$ cat config.mk
export PLATFORM = sky130hd
export DESIGN_NAME = multicycle_control_unit
export DESIGN_NICKNAME = d
export VERILOG_FILES = /design/src/rtl/multicycle_control_unit.sv
export SDC_FILE = /design/constraint.sdc
export NUM_CORES = 1
export LEC_CHECK = 0
export CORE_MARGIN = 2
export CORE_UTILIZATION = 39
export DETAILED_ROUTE_END_ITERATION = 10
export MAX_ROUTING_LAYER = met4
export PLACE_DENSITY = 0.76
export SETUP_SLACK_MARGIN = 0.4
export SLEW_MARGIN = 20
export SYNTH_ARGS = -nofsm -noshare
export SYNTH_HDL_FRONTEND = slang
export SYNTH_SLANG_ARGS = --single-unit
export TNS_END_PERCENT = 5
$ cat constraint.sdc
create_clock -name clk -period 1.65 [get_ports clk]
set_clock_uncertainty 0.15 [all_clocks]
set_input_delay 0.33 -clock clk [delete_from_list [all_inputs] [get_ports clk]]
set_output_delay 0.33 -clock clk [all_outputs]
set_load 0.01 [all_outputs]
$ cat src/rtl/multicycle_control_unit.sv
// multicycle_control_unit
//   Multi-cycle control sequencer for the 8-bit processor. Each instruction
//   steps through FETCH -> DECODE -> EXEC or MEM [-> WB] -> FETCH.
//   Data-memory strobes are held while the memory is busy. A bounded wait
//   (TIMEOUT) moves the FSM to HALT and raises a sticky mem_err.
//
//   Compile-time option:
//     ILLEGAL_TRAP_EN - when defined, an opcode >= 8 seen in DECODE traps to
//                       HALT and sets the sticky illegal_op flag. When it is
//                       undefined, such opcodes run as a NOP and illegal_op
//                       reads 0.
//
//   state  | meaning
//   -------+-----------------------------------------------------------
//   FETCH  | load IR, PC+1
//   DECODE | latch opcode into op_q, choose EXEC or MEM
//   EXEC   | drive the op's control vector, instruction completes
//   MEM    | hold RM/WM until mem_ready, bounded by TIMEOUT
//   WB     | MR write-back (RM+WR), instruction completes
//   HALT   | all controls off, left only by reset

module multicycle_control_unit #(
    parameter int OP_W    = 3,
    parameter int TIMEOUT = 15,
    parameter int TCNT_W  = 4
) (
    input  logic            clk,
    input  logic            reset,
    input  logic [OP_W-1:0] opcode,
    input  logic            mem_ready,
    output logic            J,
    output logic            JC,
    output logic            INA,
    output logic            RM,
    output logic            WM,
    output logic            SIN,
    output logic            SOUT,
    output logic            WR,
    output logic            NEQ,
    output logic            ir_ld,
    output logic            pc_inc,
    output logic            instr_done,
    output logic [2:0]      state_o,
    output logic            mem_err,
    output logic            illegal_op
);

    typedef enum logic [2:0] {
        S_FETCH  = 3'd0,
        S_DECODE = 3'd1,
        S_EXEC   = 3'd2,
        S_MEM    = 3'd3,
        S_WB     = 3'd4,
        S_HALT   = 3'd5
    } state_t;

    localparam logic [OP_W-1:0] OP_R   = OP_W'(0);
    localparam logic [OP_W-1:0] OP_MFI = OP_W'(1);
    localparam logic [OP_W-1:0] OP_MW  = OP_W'(2);
    localparam logic [OP_W-1:0] OP_MR  = OP_W'(3);
    localparam logic [OP_W-1:0] OP_J   = OP_W'(4);
    localparam logic [OP_W-1:0] OP_JCE = OP_W'(5);
    localparam logic [OP_W-1:0] OP_MB  = OP_W'(6);
    localparam logic [OP_W-1:0] OP_JCN = OP_W'(7);

    // Wait-counter limit; a zero TIMEOUT disables the timeout entirely.
    localparam logic [TCNT_W-1:0] TO_LIMIT  = TCNT_W'(TIMEOUT);
    localparam bit                TO_ENABLE = (TIMEOUT != 0);

    // Datapath control vector: {J, JC, INA, RM, WM, SIN, SOUT, WR, NEQ}
    typedef struct packed {
        logic j;
        logic jc;
        logic ina;
        logic rm;
        logic wm;
        logic sin;
        logic sout;
        logic wr;
        logic neq;
    } ctl_t;

    state_t            state;
    logic [OP_W-1:0]   op_q;
    logic [TCNT_W-1:0] wait_cnt;
    logic              mem_err_q;
    logic              is_mem_op;
    ctl_t              vec;
    ctl_t              ctl;

`ifdef ILLEGAL_TRAP_EN
    logic illegal_q;
    logic op_illegal;

    // Codes above the base ISA only exist when the opcode is wider than 3 bits.
    if (OP_W > 3) begin : g_wide_op
        assign op_illegal = |opcode[OP_W-1:3];
    end else begin : g_base_op
        assign op_illegal = 1'b0;
    end

    assign illegal_op = illegal_q;
`else
    assign illegal_op = 1'b0;
`endif

    assign is_mem_op = (opcode == OP_MW) || (opcode == OP_MR);

    // Sequencer: state, latched opcode, memory wait counter and sticky flags.
    always_ff @(posedge clk) begin
        if (reset) begin
            state     <= S_FETCH;
            op_q      <= '0;
            wait_cnt  <= '0;
            mem_err_q <= 1'b0;
`ifdef ILLEGAL_TRAP_EN
            illegal_q <= 1'b0;
`endif
        end else begin
            case (state)
                S_FETCH: begin
                    state <= S_DECODE;
                end
                S_DECODE: begin
                    op_q     <= opcode;
                    wait_cnt <= '0;
`ifdef ILLEGAL_TRAP_EN
                    if (op_illegal) begin
                        state     <= S_HALT;
                        illegal_q <= 1'b1;
                    end else if (is_mem_op) begin
                        state <= S_MEM;
                    end else begin
                        state <= S_EXEC;
                    end
`else
                    // Unknown codes fall through to EXEC and run as a NOP.
                    if (is_mem_op) begin
                        state <= S_MEM;
                    end else begin
                        state <= S_EXEC;
                    end
`endif
                end
                S_EXEC: begin
                    state <= S_FETCH;
                end
                S_MEM: begin
                    // A ready on the timeout cycle still completes the access.
                    if (mem_ready) begin
                        wait_cnt <= '0;
                        state    <= (op_q == OP_MR) ? S_WB : S_FETCH;
                    end else if (TO_ENABLE && (wait_cnt == TO_LIMIT)) begin
                        state     <= S_HALT;
                        mem_err_q <= 1'b1;
                    end else if (wait_cnt != '1) begin
                        wait_cnt <= wait_cnt + TCNT_W'(1);
                    end
                end
                S_WB: begin
                    state <= S_FETCH;
                end
                S_HALT: begin
                    state <= S_HALT;
                end
                default: begin
                    state <= S_FETCH;
                end
            endcase
        end
    end

    // Per-opcode control vector taken from the latched opcode only.
    always_comb begin
        vec = '0;
        case (op_q)
            OP_R:    vec.sout = 1'b1;
            OP_MFI:  begin vec.ina = 1'b1; vec.sin = 1'b1; end
            OP_MW:   vec.wm = 1'b1;
            OP_MR:   begin vec.rm = 1'b1; vec.wr = 1'b1; end
            OP_J:    vec.j = 1'b1;
            OP_JCE:  vec.jc = 1'b1;
            OP_MB:   vec.wr = 1'b1;
            OP_JCN:  begin vec.jc = 1'b1; vec.neq = 1'b1; end
            default: vec = '0;
        endcase
    end

    // Output decode by state; only MW completion in MEM also looks at mem_ready.
    always_comb begin
        ctl        = '0;
        ir_ld      = 1'b0;
        pc_inc     = 1'b0;
        instr_done = 1'b0;
        case (state)
            S_FETCH: begin
                ir_ld  = 1'b1;
                pc_inc = 1'b1;
            end
            S_EXEC: begin
                ctl        = vec;
                instr_done = 1'b1;
            end
            S_MEM: begin
                ctl = vec;
                // Register write for MR waits for WB, after the data has arrived.
                ctl.wr     = 1'b0;
                instr_done = mem_ready && (op_q == OP_MW);
            end
            S_WB: begin
                ctl.rm     = 1'b1;
                ctl.wr     = 1'b1;
                instr_done = 1'b1;
            end
            default: begin
                ctl = '0;
            end
        endcase
    end

    assign J       = ctl.j;
    assign JC      = ctl.jc;
    assign INA     = ctl.ina;
    assign RM      = ctl.rm;
    assign WM      = ctl.wm;
    assign SIN     = ctl.sin;
    assign SOUT    = ctl.sout;
    assign WR      = ctl.wr;
    assign NEQ     = ctl.neq;
    assign state_o = state;
    assign mem_err = mem_err_q;

endmodule
==> impl_results.md <==
- Result of the run: finished with violations
- Violations in the final reports: negative setup slack
- Source-to-sink clock delay at the later pin of the worst-skew pair: 270 ps
- Global-route wire length before repair: approximately 3400 µm
- Die Outline Area: 2100 µm²
- Synthesis-to-finish area growth: 70.3%
- Startpoint of the most critical hold path: mem_err
- CP startpoint kind: flip-flop
- Filler-free cell count of the finished design: 141
- Number of DRC violations after detailed routing: 0
- Antenna violations before repair: 0
- Delay of the slowest cell on the worst path: roughly 370 ps
- Final Wtd Congestion: between 0.8 and 0.9
- Routed via count divided by cell count: approximately 5.7
- Combinational share of power: between 30% and 40%
- Number of antenna-violating nets in the routed design: 0
- DP Wirelength: 1500 µm
- TritonCTS clock tree: done
- Number of warnings issued by yosys: 0
- Net switching share of the total power: a little under a third
- I/O pins: 23
- Initial Utilization: between 40% and 50%
- Cell count after synthesis: 88
- Worst flop-to-flop path startpoint: state_o[2]
- Maximum fanout encountered on the critical timing path: 4
- Design Power: just over 700 µW
- Cells after DPL: 137
- Core Area: 1690 µm²
- Cell-by-cell listing of the critical path: xnor2_1 -> or3_1 -> a21oi_2 -> buf_2
- Critical Setup Path Class: reg -> out
- Max Transition Viols Final: 0
- Fmax: 560 MHz
- Number of distinct library cells after synthesis: 35
- Tmin final: ~1800 ps
- Category of cells accounting for the largest share of critical-path delay: flip-flops
- Crit path from: op_q[2]
- Final worst slack: -137 ps
- Share of the clock period used by the worst path: 108%
- Post-synth design cell area: 683 µm²
- Average wire length per cell after detail routing: about 15 µm
- Die span in x: 45.9 µm
- Buffering stage count on the worst path with inverters included: 1
- Die span in y: 45.9 µm
- Critical Path AT: around 1300 ps
- H-tree depth: 1
- Overall routed net length: 2160 µm
- Diodes inserted: 0
- Cell row count: 15
- Setup TNS after final layout: -430 ps
- Part of the power in registers: between 40% and 50%
- Most common library cell in the layout ignoring fill and taps: sky130_fd_sc_hd__buf_4
- Post-synthesis average cell area: slightly below 8 µm²
- Sequential fraction of the synthesis area: 32.2%
- Fill cell total of the finished layout: between 100 and 150
- Worst-case clock buffer depth: 2
- Largest net degree at the start of global routing: 13
- Drt initial violations: 13
- P per Cell Area: ~610 nW/µm²
- Setup repair after global routing missed its margin: true
- Area after DPL: 1080 µm²
- Worst voltage drop across the vdd grid: around 380 µV
- Switching power of the nets: 223 µW
- Root buf cell: sky130_fd_sc_hd__clkbuf_4
- Total nets after synthesis: 95
- Synthesis-stage register bit count: 11
- Area of all placed cells without fillers: 1160 µm²
- Clock transition at the register clock pins on the worst setup and hold paths after CTS: roughly 70 ps
- Reported leakage power: around 0.47 nW
- Kind of path behind the tightest hold check: reg -> reg
- Total iterations of the first detailed-routing run: 4
- Num Clock Sinks: 11
- Fraction of final layout cells with drive strength greater than 1: approximately half
- Clock network fraction of design power: a little over a quarter
- Total clock buffers created by CTS: 3
- Pint: about 480 µW
- Number of global-route vias before repair: 738
- Via count of the routed design: about 800
- Tot GR Track Use: a little under a quarter
- Input/output buffers: 21
- CP required: about 1200 ps
- Count of max-cap constraint violations: 0
- Post-layout nets: between 100 and 150
- Area used by multi-input combinational logic: roughly 550 µm²
- Critical path capture point type: output port
- Most frequent cells in the layout: sky130_fd_sc_hd__buf_4 (16), sky130_fd_sc_hd__buf_2 (13), sky130_fd_sc_hd__nand2_1 (9)
- # hold bufs at CTS: 0
- Crit path max-delay cell type: sky130_fd_sc_hd__dfxtp_4
- Final Hold Violating Endpoints: 0
- Register cell area after layout: 241 µm²
- GR Overflow Total: 0
- Final setup violating endpoints: 8
stage by stage:
stage / setup WS, ps / util (%) / hold slack, ps
2_1_floorplan: 94.4 / - / 309
3_3_place_gp: -324 / 64.0 / 299
3_5_place_dp: -330 / 64.0 / 312
4_1_cts: -144 / 67.1 / 324
5_1_grt: -172 / 68.9 / 357
6_report: -137 / 68.9 / 319
cell type report:
cell class,count,area share (%)
Inverter,2,0.645
Multi-Input combinational cell,66,47.2
Tap cell,17,1.83
Timing Repair Buffer,41,27.3
Sequential cell,11,20.8
Clock buffer,4,2.26
synthesized netlist by cell type (all sizes together):
master    n  area, µm²
or4       1       7.51
conb      1       3.75
ha        1       12.5
nor3b     2       15.0
nor4b     1       8.76
inv       2       7.51
and2b     2       16.3
nand3     3       15.0
clkbuf    1       3.75
nor4      2       12.5
nor2      5       18.8
buf       8       50.1
a2111oi   1       10.0
a211oi    1       7.51
and3      2       12.5
a41oi     1       8.76
o21ai     7       35.0
o211ai    1       7.51
a21oi     5       25.0
a32o      1       10.0
xnor2     2       17.5
nand4b    1       8.76
nor3      4       20.0
or3       1       6.26
and2      1       6.26
o2bb2ai   1       8.76
o311a     1       10.0
a31oi     3       18.8
dfxtp    11        220
nand2b    4       32.5
nand2    10       37.5
a22o      1       8.76
metal layers:
layer	share of wire (%)	track usage, %	vias to the layer above	wire (µm)
li1	-	-	390	-
met1	37	23.2	377	804
met2	56	45.0	28	1210
met3	4.0	2.78	7	87
met4	2.7	10.9	0	59
met5	0	-	-	0
registers in the layout, indices dropped and copies added, names as in the netlist:
register / count
mem_err: 1
op_q: 3
state_o: 3
wait_cnt: 4
worst min-delay path: stages, from the launching register on:
cell	delay [ps]
sky130_fd_sc_hd__dfxtp_1	330
sky130_fd_sc_hd__a31oi_1	40
sky130_fd_sc_hd__nor2_1	70
timing repair:
item	4_1_cts	5_1_grt
pin swaps	9	4
buffers inserted	0	0
resized for setup	81	7
setup endpoints to repair	27	26
cell families after synthesis:
kind of cell	count (synthesis)	share of synthesized area (%)
adders and majority gates	1	1.83
DFF	11	32.2
xor gates and xnor gates	2	2.56
and+or+nand+nor	39	31.9
buffers and inverters	11	8.97
AOI/OAI and AO/OA	23	22.0
other	1	0.549
worst paths after layout:
kind	endpoint	cells after the start	slack, ps
hold / removal	mem_err	2	320
setup / recovery	WR	4	-140
setup reg to reg	wait_cnt[0]	4	40
hold reg to reg	mem_err	2	320
power groups by stage:
| stage | Clock [mW] | Combinational, mW | Sequential (mW) |
|---|---|---|---|
| floorplan | 0 | 0.110 | 0.300 |
| global placement | 0 | 0.215 | 0.298 |
| detailed placement | 0 | 0.220 | 0.299 |
| CTS | 0.189 | 0.219 | 0.292 |
| global route | 0.201 | 0.247 | 0.292 |
| finish | 0.186 | 0.229 | 0.291 |
Power figures use the tool's default switching activity.
